[src/rtl/dec_pkg.sv]
// Shared definitions for the sequential latent decoder: fixed-point format,
// output-neuron weight/bias tables, saturation helper and FSM state type.
package dec_pkg;

  localparam int N_OUT = 9;
  localparam int DW    = 20;
  localparam int FRAC  = 12;
  // Wide enough that two shifted 40-bit products plus a bias never wrap
  // before saturation (each shifted product fits in 28 bits).
  localparam int SUM_W = 30;

  localparam logic signed [DW-1:0] THRESH   = 20'sh00800;
  localparam logic [3:0]           LAST_IDX = 4'd8;

  localparam logic signed [SUM_W-1:0] SAT_HI = 30'sh0007FFFF;
  localparam logic signed [SUM_W-1:0] SAT_LO = 30'sh3FF80000;

  typedef enum logic [1:0] {
    IDLE = 2'd0,
    CALC = 2'd1,
    DONE = 2'd2
  } state_e;

  // Same output-neuron set as the encoder side.
  localparam logic signed [DW-1:0] WN1 [0:N_OUT-1] = '{
    20'sh0A1C4, 20'sh2D0AB, 20'sh09DCB, 20'sh2CAC8, 20'shD656D,
    20'sh2D5EF, 20'sh0A82D, 20'sh2CE81, 20'sh096AE
  };
  localparam logic signed [DW-1:0] WN2 [0:N_OUT-1] = '{
    20'sh165EE, 20'shF1FBB, 20'sh15212, 20'shF12E7, 20'sh15EA0,
    20'shF2E17, 20'sh171F5, 20'shF197E, 20'sh14663
  };
  localparam logic signed [DW-1:0] BN [0:N_OUT-1] = '{
    20'sh21DD0, 20'shFDA10, 20'sh222D7, 20'shFDCBE, 20'sh00CBD,
    20'shFD764, 20'sh21ADF, 20'shFDB31, 20'sh225A6
  };

  // Clamp a wide signed sum into the signed 20-bit range.
  function automatic logic signed [DW-1:0] sat20(input logic signed [SUM_W-1:0] x);
    logic signed [DW-1:0] r;
    if (x > SAT_HI) begin
      r = 20'sh7FFFF;
    end else if (x < SAT_LO) begin
      r = 20'sh80000;
    end else begin
      r = x[DW-1:0];
    end
    return r;
  endfunction

endpackage

[src/rtl/latent_decoder_seq_if.sv]
// Handshake and data bus of the latent decoder: latent input, probability
// stream and reconstructed-pixel output.
interface latent_decoder_seq_if;
  import dec_pkg::*;

  logic                 in_valid;
  logic                 in_ready;
  logic signed [DW-1:0] h1;
  logic signed [DW-1:0] h2;
  logic                 prob_valid;
  logic [3:0]           prob_idx;
  logic signed [DW-1:0] prob_data;
  logic                 out_valid;
  logic                 out_ready;
  logic [N_OUT-1:0]     pixel_out;

  modport master (
    output in_valid, h1, h2, out_ready,
    input  in_ready, prob_valid, prob_idx, prob_data, out_valid, pixel_out
  );

  modport slave (
    input  in_valid, h1, h2, out_ready,
    output in_ready, prob_valid, prob_idx, prob_data, out_valid, pixel_out
  );

endinterface

[src/rtl/dec_mac.sv]
// Combinational two-term multiply-accumulate plus bias for one output
// neuron, with arithmetic (floor) rescaling and 20-bit saturation.
module dec_mac
  import dec_pkg::*;
(
  input  logic signed [DW-1:0] h1,
  input  logic signed [DW-1:0] h2,
  input  logic signed [DW-1:0] w1,
  input  logic signed [DW-1:0] w2,
  input  logic signed [DW-1:0] b,
  output logic signed [DW-1:0] n
);

  logic signed [2*DW-1:0]  p1_s;
  logic signed [2*DW-1:0]  p2_s;
  logic signed [SUM_W-1:0] sum_s;

  // Full-precision products, rescale to Q12, accumulate wide, then clamp.
  always_comb begin
    p1_s  = h1 * w1;
    p2_s  = h2 * w2;
    sum_s = SUM_W'(p1_s >>> FRAC) + SUM_W'(p2_s >>> FRAC) + SUM_W'(b);
    n     = sat20(sum_s);
  end

endmodule

[src/rtl/sigmoid.sv]
// Piecewise-linear sigmoid in Q7.12: power-of-two slopes on |x| segments
// [0,1), [1,2.375), [2.375,5), saturating at 1.0; negative inputs use
// sigmoid(-x) = 1 - sigmoid(x).
module sigmoid (
  input  logic signed [19:0] x,
  output logic signed [19:0] y
);

  logic [20:0] ax_s;
  logic [20:0] f_s;

  // Magnitude, segment selection and symmetric reflection.
  always_comb begin
    if (x[19]) begin
      ax_s = 21'd0 - {x[19], x};
    end else begin
      ax_s = {1'b0, x};
    end

    if (ax_s >= 21'd20480) begin
      f_s = 21'd4096;
    end else if (ax_s >= 21'd9728) begin
      f_s = (ax_s >> 5) + 21'd3456;
    end else if (ax_s >= 21'd4096) begin
      f_s = (ax_s >> 3) + 21'd2560;
    end else begin
      f_s = (ax_s >> 2) + 21'd2048;
    end

    if (x[19]) begin
      y = 20'(21'd4096 - f_s);
    end else begin
      y = 20'(f_s);
    end
  end

endmodule

[src/rtl/latent_decoder_seq.sv]
// Sequential decoder: accepts a latent pair, evaluates the 9 output neurons
// one per cycle on a shared MAC + sigmoid, streams each probability, then
// holds the thresholded pixel until the downstream takes it.
module latent_decoder_seq
  import dec_pkg::*;
(
  input  logic clk,
  input  logic rst,
  latent_decoder_seq_if.slave bus
);

  state_e               state_r;
  state_e               next_state_s;
  logic [3:0]           idx_r;
  logic signed [DW-1:0] h1_r;
  logic signed [DW-1:0] h2_r;
  logic [N_OUT-1:0]     pixel_r;
  logic                 in_ready_r;
  logic                 prob_valid_r;
  logic [3:0]           prob_idx_r;
  logic signed [DW-1:0] prob_data_r;
  logic                 out_valid_r;

  logic                 accept_s;
  logic                 release_s;
  logic                 last_s;
  logic signed [DW-1:0] w1_s;
  logic signed [DW-1:0] w2_s;
  logic signed [DW-1:0] b_s;
  logic signed [DW-1:0] n_s;
  logic signed [DW-1:0] s_s;

  assign accept_s  = (state_r == IDLE) && bus.in_valid && in_ready_r;
  assign release_s = (state_r == DONE) && out_valid_r && bus.out_ready;
  assign last_s    = (idx_r == LAST_IDX);

  assign w1_s = WN1[idx_r];
  assign w2_s = WN2[idx_r];
  assign b_s  = BN[idx_r];

  dec_mac u_mac (
    .h1 (h1_r),
    .h2 (h2_r),
    .w1 (w1_s),
    .w2 (w2_s),
    .b  (b_s),
    .n  (n_s)
  );

  sigmoid u_sigmoid (
    .x (n_s),
    .y (s_s)
  );

  // State register.
  always_ff @(posedge clk) begin
    if (rst) begin
      state_r <= IDLE;
    end else begin
      state_r <= next_state_s;
    end
  end

  // Next-state decode: accept -> 9 neuron cycles -> wait for pixel handshake.
  always_comb begin
    next_state_s = state_r;
    case (state_r)
      IDLE: begin
        if (accept_s) begin
          next_state_s = CALC;
        end else begin
          next_state_s = IDLE;
        end
      end
      CALC: begin
        if (last_s) begin
          next_state_s = DONE;
        end else begin
          next_state_s = CALC;
        end
      end
      DONE: begin
        if (release_s) begin
          next_state_s = IDLE;
        end else begin
          next_state_s = DONE;
        end
      end
      default: next_state_s = IDLE;
    endcase
  end

  // Datapath: latent latch, neuron index, pixel build-up and output registers.
  always_ff @(posedge clk) begin
    if (rst) begin
      idx_r        <= 4'd0;
      h1_r         <= 20'sd0;
      h2_r         <= 20'sd0;
      pixel_r      <= 9'd0;
      in_ready_r   <= 1'b0;
      prob_valid_r <= 1'b0;
      prob_idx_r   <= 4'd0;
      prob_data_r  <= 20'sd0;
      out_valid_r  <= 1'b0;
    end else begin
      // Ready is registered, so it only reopens the cycle after a release.
      in_ready_r   <= (next_state_s == IDLE);
      prob_valid_r <= 1'b0;
      case (state_r)
        IDLE: begin
          if (accept_s) begin
            h1_r    <= bus.h1;
            h2_r    <= bus.h2;
            idx_r   <= 4'd0;
            pixel_r <= 9'd0;
          end
        end
        CALC: begin
          prob_valid_r   <= 1'b1;
          prob_idx_r     <= idx_r;
          prob_data_r    <= s_s;
          pixel_r[idx_r] <= (s_s >= THRESH);
          if (last_s) begin
            out_valid_r <= 1'b1;
          end else begin
            idx_r <= idx_r + 4'd1;
          end
        end
        DONE: begin
          if (release_s) begin
            out_valid_r <= 1'b0;
          end
        end
        default: begin
        end
      endcase
    end
  end

  assign bus.in_ready   = in_ready_r;
  assign bus.prob_valid = prob_valid_r;
  assign bus.prob_idx   = prob_idx_r;
  assign bus.prob_data  = prob_data_r;
  assign bus.out_valid  = out_valid_r;
  assign bus.pixel_out  = pixel_r;

endmodule

[src/flat_wrapper.sv]
// flat-port wrapper written by rule: the top's interface ports become plain ports
module latent_decoder_seq_flat import dec_pkg::*;
  (clk, rst, bus_in_valid, bus_h1, bus_h2, bus_out_ready, bus_in_ready, bus_prob_valid, bus_prob_idx, bus_prob_data, bus_out_valid, bus_pixel_out);
  latent_decoder_seq_if bus_i ();
  input  logic clk;
  input  logic rst;
  input wire logic [$bits(bus_i.in_valid)-1:0] bus_in_valid;
  input wire logic [$bits(bus_i.h1)-1:0] bus_h1;
  input wire logic [$bits(bus_i.h2)-1:0] bus_h2;
  input wire logic [$bits(bus_i.out_ready)-1:0] bus_out_ready;
  output wire logic [$bits(bus_i.in_ready)-1:0] bus_in_ready;
  output wire logic [$bits(bus_i.prob_valid)-1:0] bus_prob_valid;
  output wire logic [$bits(bus_i.prob_idx)-1:0] bus_prob_idx;
  output wire logic [$bits(bus_i.prob_data)-1:0] bus_prob_data;
  output wire logic [$bits(bus_i.out_valid)-1:0] bus_out_valid;
  output wire logic [$bits(bus_i.pixel_out)-1:0] bus_pixel_out;
  assign bus_i.in_valid = bus_in_valid;
  assign bus_i.h1 = bus_h1;
  assign bus_i.h2 = bus_h2;
  assign bus_i.out_ready = bus_out_ready;
  assign bus_in_ready = bus_i.in_ready;
  assign bus_prob_valid = bus_i.prob_valid;
  assign bus_prob_idx = bus_i.prob_idx;
  assign bus_prob_data = bus_i.prob_data;
  assign bus_out_valid = bus_i.out_valid;
  assign bus_pixel_out = bus_i.pixel_out;
  latent_decoder_seq u_core (.clk(clk), .rst(rst), .bus(bus_i));
endmodule
[config.mk]
export PLATFORM = sky130hd
export DESIGN_NAME = latent_decoder_seq_flat
export DESIGN_NICKNAME = d
export VERILOG_FILES = /design/src/rtl/dec_pkg.sv /design/src/rtl/latent_decoder_seq_if.sv /design/src/rtl/dec_mac.sv /design/src/rtl/sigmoid.sv /design/src/rtl/latent_decoder_seq.sv /design/src/flat_wrapper.sv
export SDC_FILE = /design/constraint.sdc
export NUM_CORES = 2
export LEC_CHECK = 0
export ABC_AREA = 1
export BUFFER_PORTS_ARGS = -buffer_cell sky130_fd_sc_hd__buf_2
export CORE_MARGIN = 2
export CORE_UTILIZATION = 51
export DETAILED_ROUTE_END_ITERATION = 16
export GPL_TIMING_DRIVEN = 0
export HOLD_SLACK_MARGIN = 0.15
export PLACE_DENSITY = 0.67
export SETUP_SLACK_MARGIN = 0.05
export SYNTH_ARGS = -nofsm -noshare
export SYNTH_HDL_FRONTEND = slang
export SYNTH_HIERARCHICAL = 1
export SYNTH_SLANG_ARGS = --single-unit
[constraint.sdc]
create_clock -name clk -period 13.75 [get_ports clk]
set_input_delay 0.6875 -clock clk [delete_from_list [all_inputs] [get_ports clk]]
set_output_delay 0.6875 -clock clk [all_outputs]
set_load 0.01 [all_outputs]
======== Yosys cells after proc, flatten, opt, wreduce, memory -nomap -nowiden ========
Memory sizes are Yosys's and may differ from the RTL's.
Cells that the tools add are included.
Widths: inputs -> output; s select.
word-level totals
  register bits ........................... 82
  memory bits (read-only) ................. 960
  logic and storage cells ................. 82
  memories kept ........................... 3
cells by class
  add/sub/neg operators ................... 8
  multiply operators ...................... 2
  $lt $le $gt $ge ......................... 9
  equal/unequal tests ..................... 7
  multiplexer cells ....................... 29
  bitwise operators ....................... 1
  reductions and logical operators ........ 13
memories
  name             depth  bits a word  rd ports  clocked after Yosys merged registers in  wr ports  RTL line                  RTL
  (no name shown)  16     20           1         0                                        0         latent_decoder_seq.sv:37  assign w1_s = WN1[idx_r];
  (no name shown)  16     20           1         0                                        0         latent_decoder_seq.sv:38  assign w2_s = WN2[idx_r];
  (no name shown)  16     20           1         0                                        0         latent_decoder_seq.sv:39  assign b_s = BN[idx_r];
operators with widths
  operator                number
  $mux 20                 12
  $mul 20x20->40          2
  $add 29x20->30          1
  $gt 30x20->1 const B    1
  $lt 30x20->1 const B    1
  $add 28x28->29          1
  $ge 21x13->1 const B    1
  $ge 21x14->1 const B    1
  $ge 21x15->1 const B    1
  $mux 21                 1
  $sub 1x20->21 const A   1
  $add 19x12->20 const B  1
  $ge 20x13->1 const B    1
  $sub 13x20->20 const A  1
  $add 18x12->19 const B  1
  $pmux 9 s2              1
  $add 16x12->17 const B  1
  $bwmux 9                1
  $mux 9                  1
  $mux 4                  2
  $pmux 4 s2              1
  $ne 2x1->1 const B      3
  $pmux 2 s3              1
  $reduce_and 3->1        2
  other kinds (17)        29

======== Depth between registers and ports, before layout ========
  depth after elaboration ................. 21
  depth in mapped cells ................... 94
  depth with buffers taken out ............ 91

======== Cells and area by module ========
Netlist, hierarchy kept.
modules (own cells, without submodules)
  module              times used  cells each  area an instance (um2)  sequential area each (um2)
  dec_mac             1           4,525       34,316.7                0.0
  latent_decoder_seq  1           504         3,534.6                 1,641.6
  sigmoid             1           370         1,858.0                 0.0

======== Worst setup path after synthesis ========
No wires, ideal clock.
  kind .................................... reg-to-reg
  from .................................... reg u_core.idx_r[0]
  to ...................................... reg u_core.pixel_r[0] (netlist: u_core/bus.pixel_out[0])
  library setup time ...................... 132 ps
  arrival time ............................ 12,359 ps
  data required time ...................... 13,618 ps
  path slack .............................. 1,259 ps
  stages on the path, launching flop included .. 78
  cells stage by stage .................... dfxtp_1 -> buf_2 -> inv_1 -> ha_1 -> a211oi_1 -> clkbuf_1 -> nand2_1 -> inv_1 -> fa_1 -> fa_1 -> fa_1 -> inv_1 -> fa_1 -> inv_1 -> fa_1 -> fa_1 -> fa_1 -> ha_1 -> [42 not listed] -> nand2_2 -> nand2_2 -> inv_1 -> nor2_1 -> nor2_1 -> nor2_1 -> inv_1 -> ha_1 -> nand2_1 -> nor2_2 -> nand3_2 -> nor2_2 -> nor2_1 -> nor2_1 -> nor2_1 -> nand2_1 -> o21bai_2 -> a21oi_1
on the way
  word-level cells in the longest chain between the ends .. 21
  elaborated cells between the ends (all ways) .. 39
  those cells by class .................... add/sub (7); mul (2); order compare (8); mux (17); bitwise (1); reduce/logical (1); memory (3)
RTL lines
  element                                        RTL line                   RTL
  start: declaration                             latent_decoder_seq.sv:14   logic [3:0] idx_r;
  start signal: assignment                       latent_decoder_seq.sv:126  idx_r <= idx_r + 4'd1;
  $not 4->5 (not written as such) *              latent_decoder_seq.sv:38
  $mem_v2 16x20 *                                -
  $mux 20 (not written as such) * (2 in series)  latent_decoder_seq.sv:38
  net u_core.w2_s[2]                             latent_decoder_seq.sv:28   logic signed [DW-1:0] w2_s;
  $mul 20x20->40 *                               dec_mac.sv:21              p2_s = h2 * w2;
  $add 28x28->29 *                               dec_mac.sv:22              sum_s = SUM_W'(p1_s >>> FRAC) + SUM_W'(p2_s >>> FRAC) + SUM_W'(b);
  $add 29x20->30 *                               dec_mac.sv:22
  $lt 30x20->1                                   dec_pkg.sv:43              end else if (x < SAT_LO) begin
  [2 not listed]                                 -
  net u_core.n_s[0]                              latent_decoder_seq.sv:30   logic signed [DW-1:0] n_s;
  [4 not listed]                                 -
  $mux 20                                        sigmoid.sv:22              end else if (ax_s >= 21'd9728) begin
  $mux 20 *                                      sigmoid.sv:20              if (ax_s >= 21'd20480) begin
  $sub 13x20->20                                 sigmoid.sv:31              y = 20'(21'd4096 - f_s);
  $mux 20 *                                      sigmoid.sv:30              if (x[19]) begin
  net u_core.s_s[0]                              latent_decoder_seq.sv:31   logic signed [DW-1:0] s_s;
  $ge 20x13->1 *                                 latent_decoder_seq.sv:122  pixel_r[idx_r] <= (s_s >= THRESH);
  $bwmux 9 *                                     latent_decoder_seq.sv:122
  $pmux 9 s2 *                                   latent_decoder_seq.sv:109  case (state_r)
  end signal: indexed assignment                 latent_decoder_seq.sv:122
  end: declaration                               latent_decoder_seq.sv:17   logic [N_OUT-1:0] pixel_r;
The timed path passes the listed nets; every way through them passes the cells marked *. The select of a mux whose other input is x is not followed.
A chain may end at the register's enable or synchronous reset.

======== Final worst setup path ========
Same ends and word-level chain as after synthesis.

==> results summary <==
The run finished with clean final reports. TritonCTS built the clock tree. The startpoint type of the worst setup path is a flop. For this run, asynchronously set or reset flops after synthesis account for 0%.

The largest individual stage delay along the critical path comes from the cell sky130_fd_sc_hd__fa_2. The H-tree was split into 3 levels. The largest fanout on the critical path is 9. The number of vias per cell after detailed routing is 5.202.

The cell area after synthesis is 39710 um^2. The startpoint identified for the worst hold timing path is u_core/bus.prob_idx[3]. From bottom edge to top edge, the die measures 283.0 um. The data arrival time of the critical path is 13.56 ns.

The data required time at the worst endpoint came out at 14.03 ns. In the synthesized netlist the dominant register cell turns out to be sky130_fd_sc_hd__dfxtp_1. The leading area contributor after synthesis is sky130_fd_sc_hd__fa_1. The tree is rooted in a sky130_fd_sc_hd__clkbuf_16. The time the final worst path needs with I/O delays and setup came out at 13.28 ns. The path class of the tightest hold or removal check is reg2reg. The detailed-route DRC error count came out at 0.

The kind of end point of the critical path is a flop. The number of distinct library cells after synthesis is 51. The synthesized area divided by synthesized cell count is 7.355 um^2.

The detailed router placed 34540 vias in this run. The number of global-route vias before repair came out at 34400. The final cycle utilization of the critical path came out at 96.55%. The clock passes through at most 2 buffers.

Synthesis produced 5399 cells. The number of sinks driven by the clock tree is 82. 80 I/O pins were placed. The count of routing violations after the opening detailed-route iteration is 2593. The global router's overall resource usage is 30.09%.

The cell row count came out at 102. The final net count is 6754. The count of buffers from port buffering is 78.

The synthesis-to-finish area growth is 13.14%. The hold-critical path endpoint is u_core/bus.prob_idx[3]. The instance count along the most critical hold path is 2. The effective utilization at floorplan is 51.43%. Sequential elements use 4.134% of the synthesized area. The number of CTS-inserted buffers is 9. The first detailed-routing pass ran for 7 iterations.

For the pin with the worst max-slew slack, the measured transition is 0.8822 ns. Of the post-synthesis cell area, the dominant cell type holds 43.71%. In this run the worst setup path begins at u_core/idx_r[0]. The number of flops mapped to enable cells by yosys came out at 0.

The wire-length estimate of the detail-placed layout is 100300 um. The clock-pin slew of the registers on the worst-case setup and hold paths is 0.07 ns. The remaining number of nets flagged by the antenna check after routing came out at 0. The wire length of the first global-routing pass is 187200 um. Clock latency on the worst-skew pair, taken at its later pin, is 0.41 ns.

Based on the critical path, the design can be clocked at up to 75.32 MHz. The pin count of the biggest net entering global routing is 19. The final count of pins violating max slew came to 0. The number of cells traversed by the worst register-to-register path is 76. The wire length after detailed routing is 121200 um.

With fillers left out, the area of the finished cells amounts to 44930 um^2. The global placer's final weighted congestion came out at 0.9744. Leaving out fill and tap cells, the most frequent cells in the layout are 1552 x sky130_fd_sc_hd__inv_1, 1253 x sky130_fd_sc_hd__nand2_1, 850 x sky130_fd_sc_hd__fa_1, 314 x sky130_fd_sc_hd__nor2_1, 187 x sky130_fd_sc_hd__ha_1. The setup path with the least slack is of type reg2reg. Buffers inserted to repair hold after CTS numbered 0.

Across all register-to-register paths, the minimum setup slack is 0.47 ns. Clock skew on the completed layout was measured at 0.02174 ns. The number of hold violations in the final report was 0. Once placement finished, the instance area stood at 41430 um^2.

After detailed routing, the average wire length per cell comes to 18.26 um. The total setup violations reported at the end of the flow is 0. The max-cap check violation count came out at 0.

Yosys printed 6 warnings. The launch instance of the worst register-to-register path is u_core/idx_r[0]. In this run the tightest slew margin relative to its limit is 41.19%. The area inside the core boundary came out at 77210 um^2. The number of flip-flops and latches in the synthesized netlist is 82. The total global routing overflow came out at 0. The die area came out at 80110 um^2. The die is 283.0 um wide. Yosys attributes the largest share of cell area to sky130_fd_sc_hd__fa_1 44%, sky130_fd_sc_hd__inv_1 15%, sky130_fd_sc_hd__nand2_1 13%.

The number of antenna violations at the first check in global routing is 3. In the final layout, the share of cells above drive strength 1 is 13.71%. On the worst path, the slowest cell contributes a delay of 0.58 ns. The endpoint identified for the worst register-to-register timing path is u_core/bus.pixel_out[0]. Leaving out fill and tap cells, the most frequent cell in the layout is sky130_fd_sc_hd__inv_1.
==> per-stage QoR <==
step | TNS [ns] | util, % | setup slack, ns | hold WS (ns) | std cells
after global routing | -1.209 | 58.18 | -0.1659 | 0.5164 | 6636
after global placement | -41.33 | 53.64 | -1.884 | 0.4481 | 6521
after floorplan | 0 | - | 1.259 | 0.4494 | 5403
after detailed placement | -40.23 | 53.66 | -1.844 | 0.4569 | 6522
after CTS | 0 | 54.85 | 0.07519 | 0.4665 | 6558
final | 0 | 58.19 | 0.4739 | 0.4699 | 6639
==> sequential cells by signal, indices dropped and copies added (netlist names) <==
signal,cells
u_core/bus.prob_idx,4
u_core/h1_r,20
u_core/idx_r,4
u_core/bus.prob_data,20
u_core/bus.pixel_out,9
u_core/bus.out_valid,1
u_core/bus.in_ready,1
u_core/h2_r,20
u_core/state_r,2
u_core/bus.prob_valid,1
==> final cells by class <==
class / instances / area, um^2
antenna: 3 / 7.507
buffer: 204 / 1280
clock buffer: 9 / 225.2
clock inverter: 7 / 76.32
fill: 7231 / 32280
inverter: 1599 / 6030
multi-input combinational: 3520 / 33070
sequential: 82 / 1649
tap: 1040 / 1301
timing repair buffer: 175 / 1290
==> metal layers <==
metal  global-route usage [%]  vias to the layer above  wire, um  part of all wire [%]
met5                        0                        -         9                0.0074
met4                    9.601                        2      4303                   3.5
met3                    5.121                      235      9913                   8.2
met2                    48.76                     1424     56500                    47
met1                    41.23                    17170     50520                    42
li1                         -                    15710         -                     -
==> worst max-delay path, delay by kind of cell (launching register included) <==
kind | cells | cell delay, ns
buffers and inverters | 17 | 1.72
DFF | 1 | 0.36
and+or+nand+nor | 39 | 4.41
xor gates and xnor gates | 1 | 0.18
adders and majority gates | 14 | 5.34
AOI/OAI and AO/OA | 5 | 1.05
==> cells in the mapped netlist (8+ instances only) <==
library cell               number
sky130_fd_sc_hd__inv_1       1585
sky130_fd_sc_hd__nand2_1     1324
sky130_fd_sc_hd__fa_1         867
sky130_fd_sc_hd__nor2_1       361
sky130_fd_sc_hd__ha_1         252
sky130_fd_sc_hd__clkbuf_1     154
sky130_fd_sc_hd__o21ai_0      140
sky130_fd_sc_hd__a21oi_1      134
sky130_fd_sc_hd__nand3_1      123
sky130_fd_sc_hd__dfxtp_1       82
sky130_fd_sc_hd__xnor2_1       60
sky130_fd_sc_hd__xor2_1        37
sky130_fd_sc_hd__nand2_2       32
sky130_fd_sc_hd__buf_2         29
sky130_fd_sc_hd__nand4_1       24
sky130_fd_sc_hd__nor2_2        21
sky130_fd_sc_hd__nor3_1        20
sky130_fd_sc_hd__or2_2         16
sky130_fd_sc_hd__nand3b_1      15
sky130_fd_sc_hd__o21a_1        14
sky130_fd_sc_hd__buf_6          9
sky130_fd_sc_hd__inv_2          9
sky130_fd_sc_hd__a31oi_1        8
sky130_fd_sc_hd__o21bai_1       8
==> worst max-delay path by stage <==
stage / to / cells after the start
after detailed placement: u_core/bus.pixel_out[0] / 76
after global placement: u_core/bus.pixel_out[0] / 76
after global routing: u_core/bus.pixel_out[3] / 78
after CTS: u_core/bus.pixel_out[0] / 77
final: u_core/bus.pixel_out[0] / 76
after floorplan: u_core/bus.pixel_out[0] / 77
==> logic make-up (layout without fill, tap and decap cells) <==
kind of cell	count (synthesis)	in the layout	share of synthesized area, %
adder cells (fa/ha/maj)	1119	1119	51.65
other	2	9	0.01891
AND/OR/NAND/NOR	1964	1965	20.10
flip-flops	82	82	4.134
XOR/XNOR	97	97	2.139
AO/OA/AOI/OAI	332	333	4.588
buffers and inverters	1803	1994	17.37
==> what timing repair did <==
action,in CTS,in global routing
setup endpoints to repair,29,29
buffers inserted,19,73
gates resized for setup,132,607
pin swaps,11,122
gates cloned,1,5
Power is not shown: default switching activity piles up to over one toggle a cycle in this logic, so the estimate is an artifact.
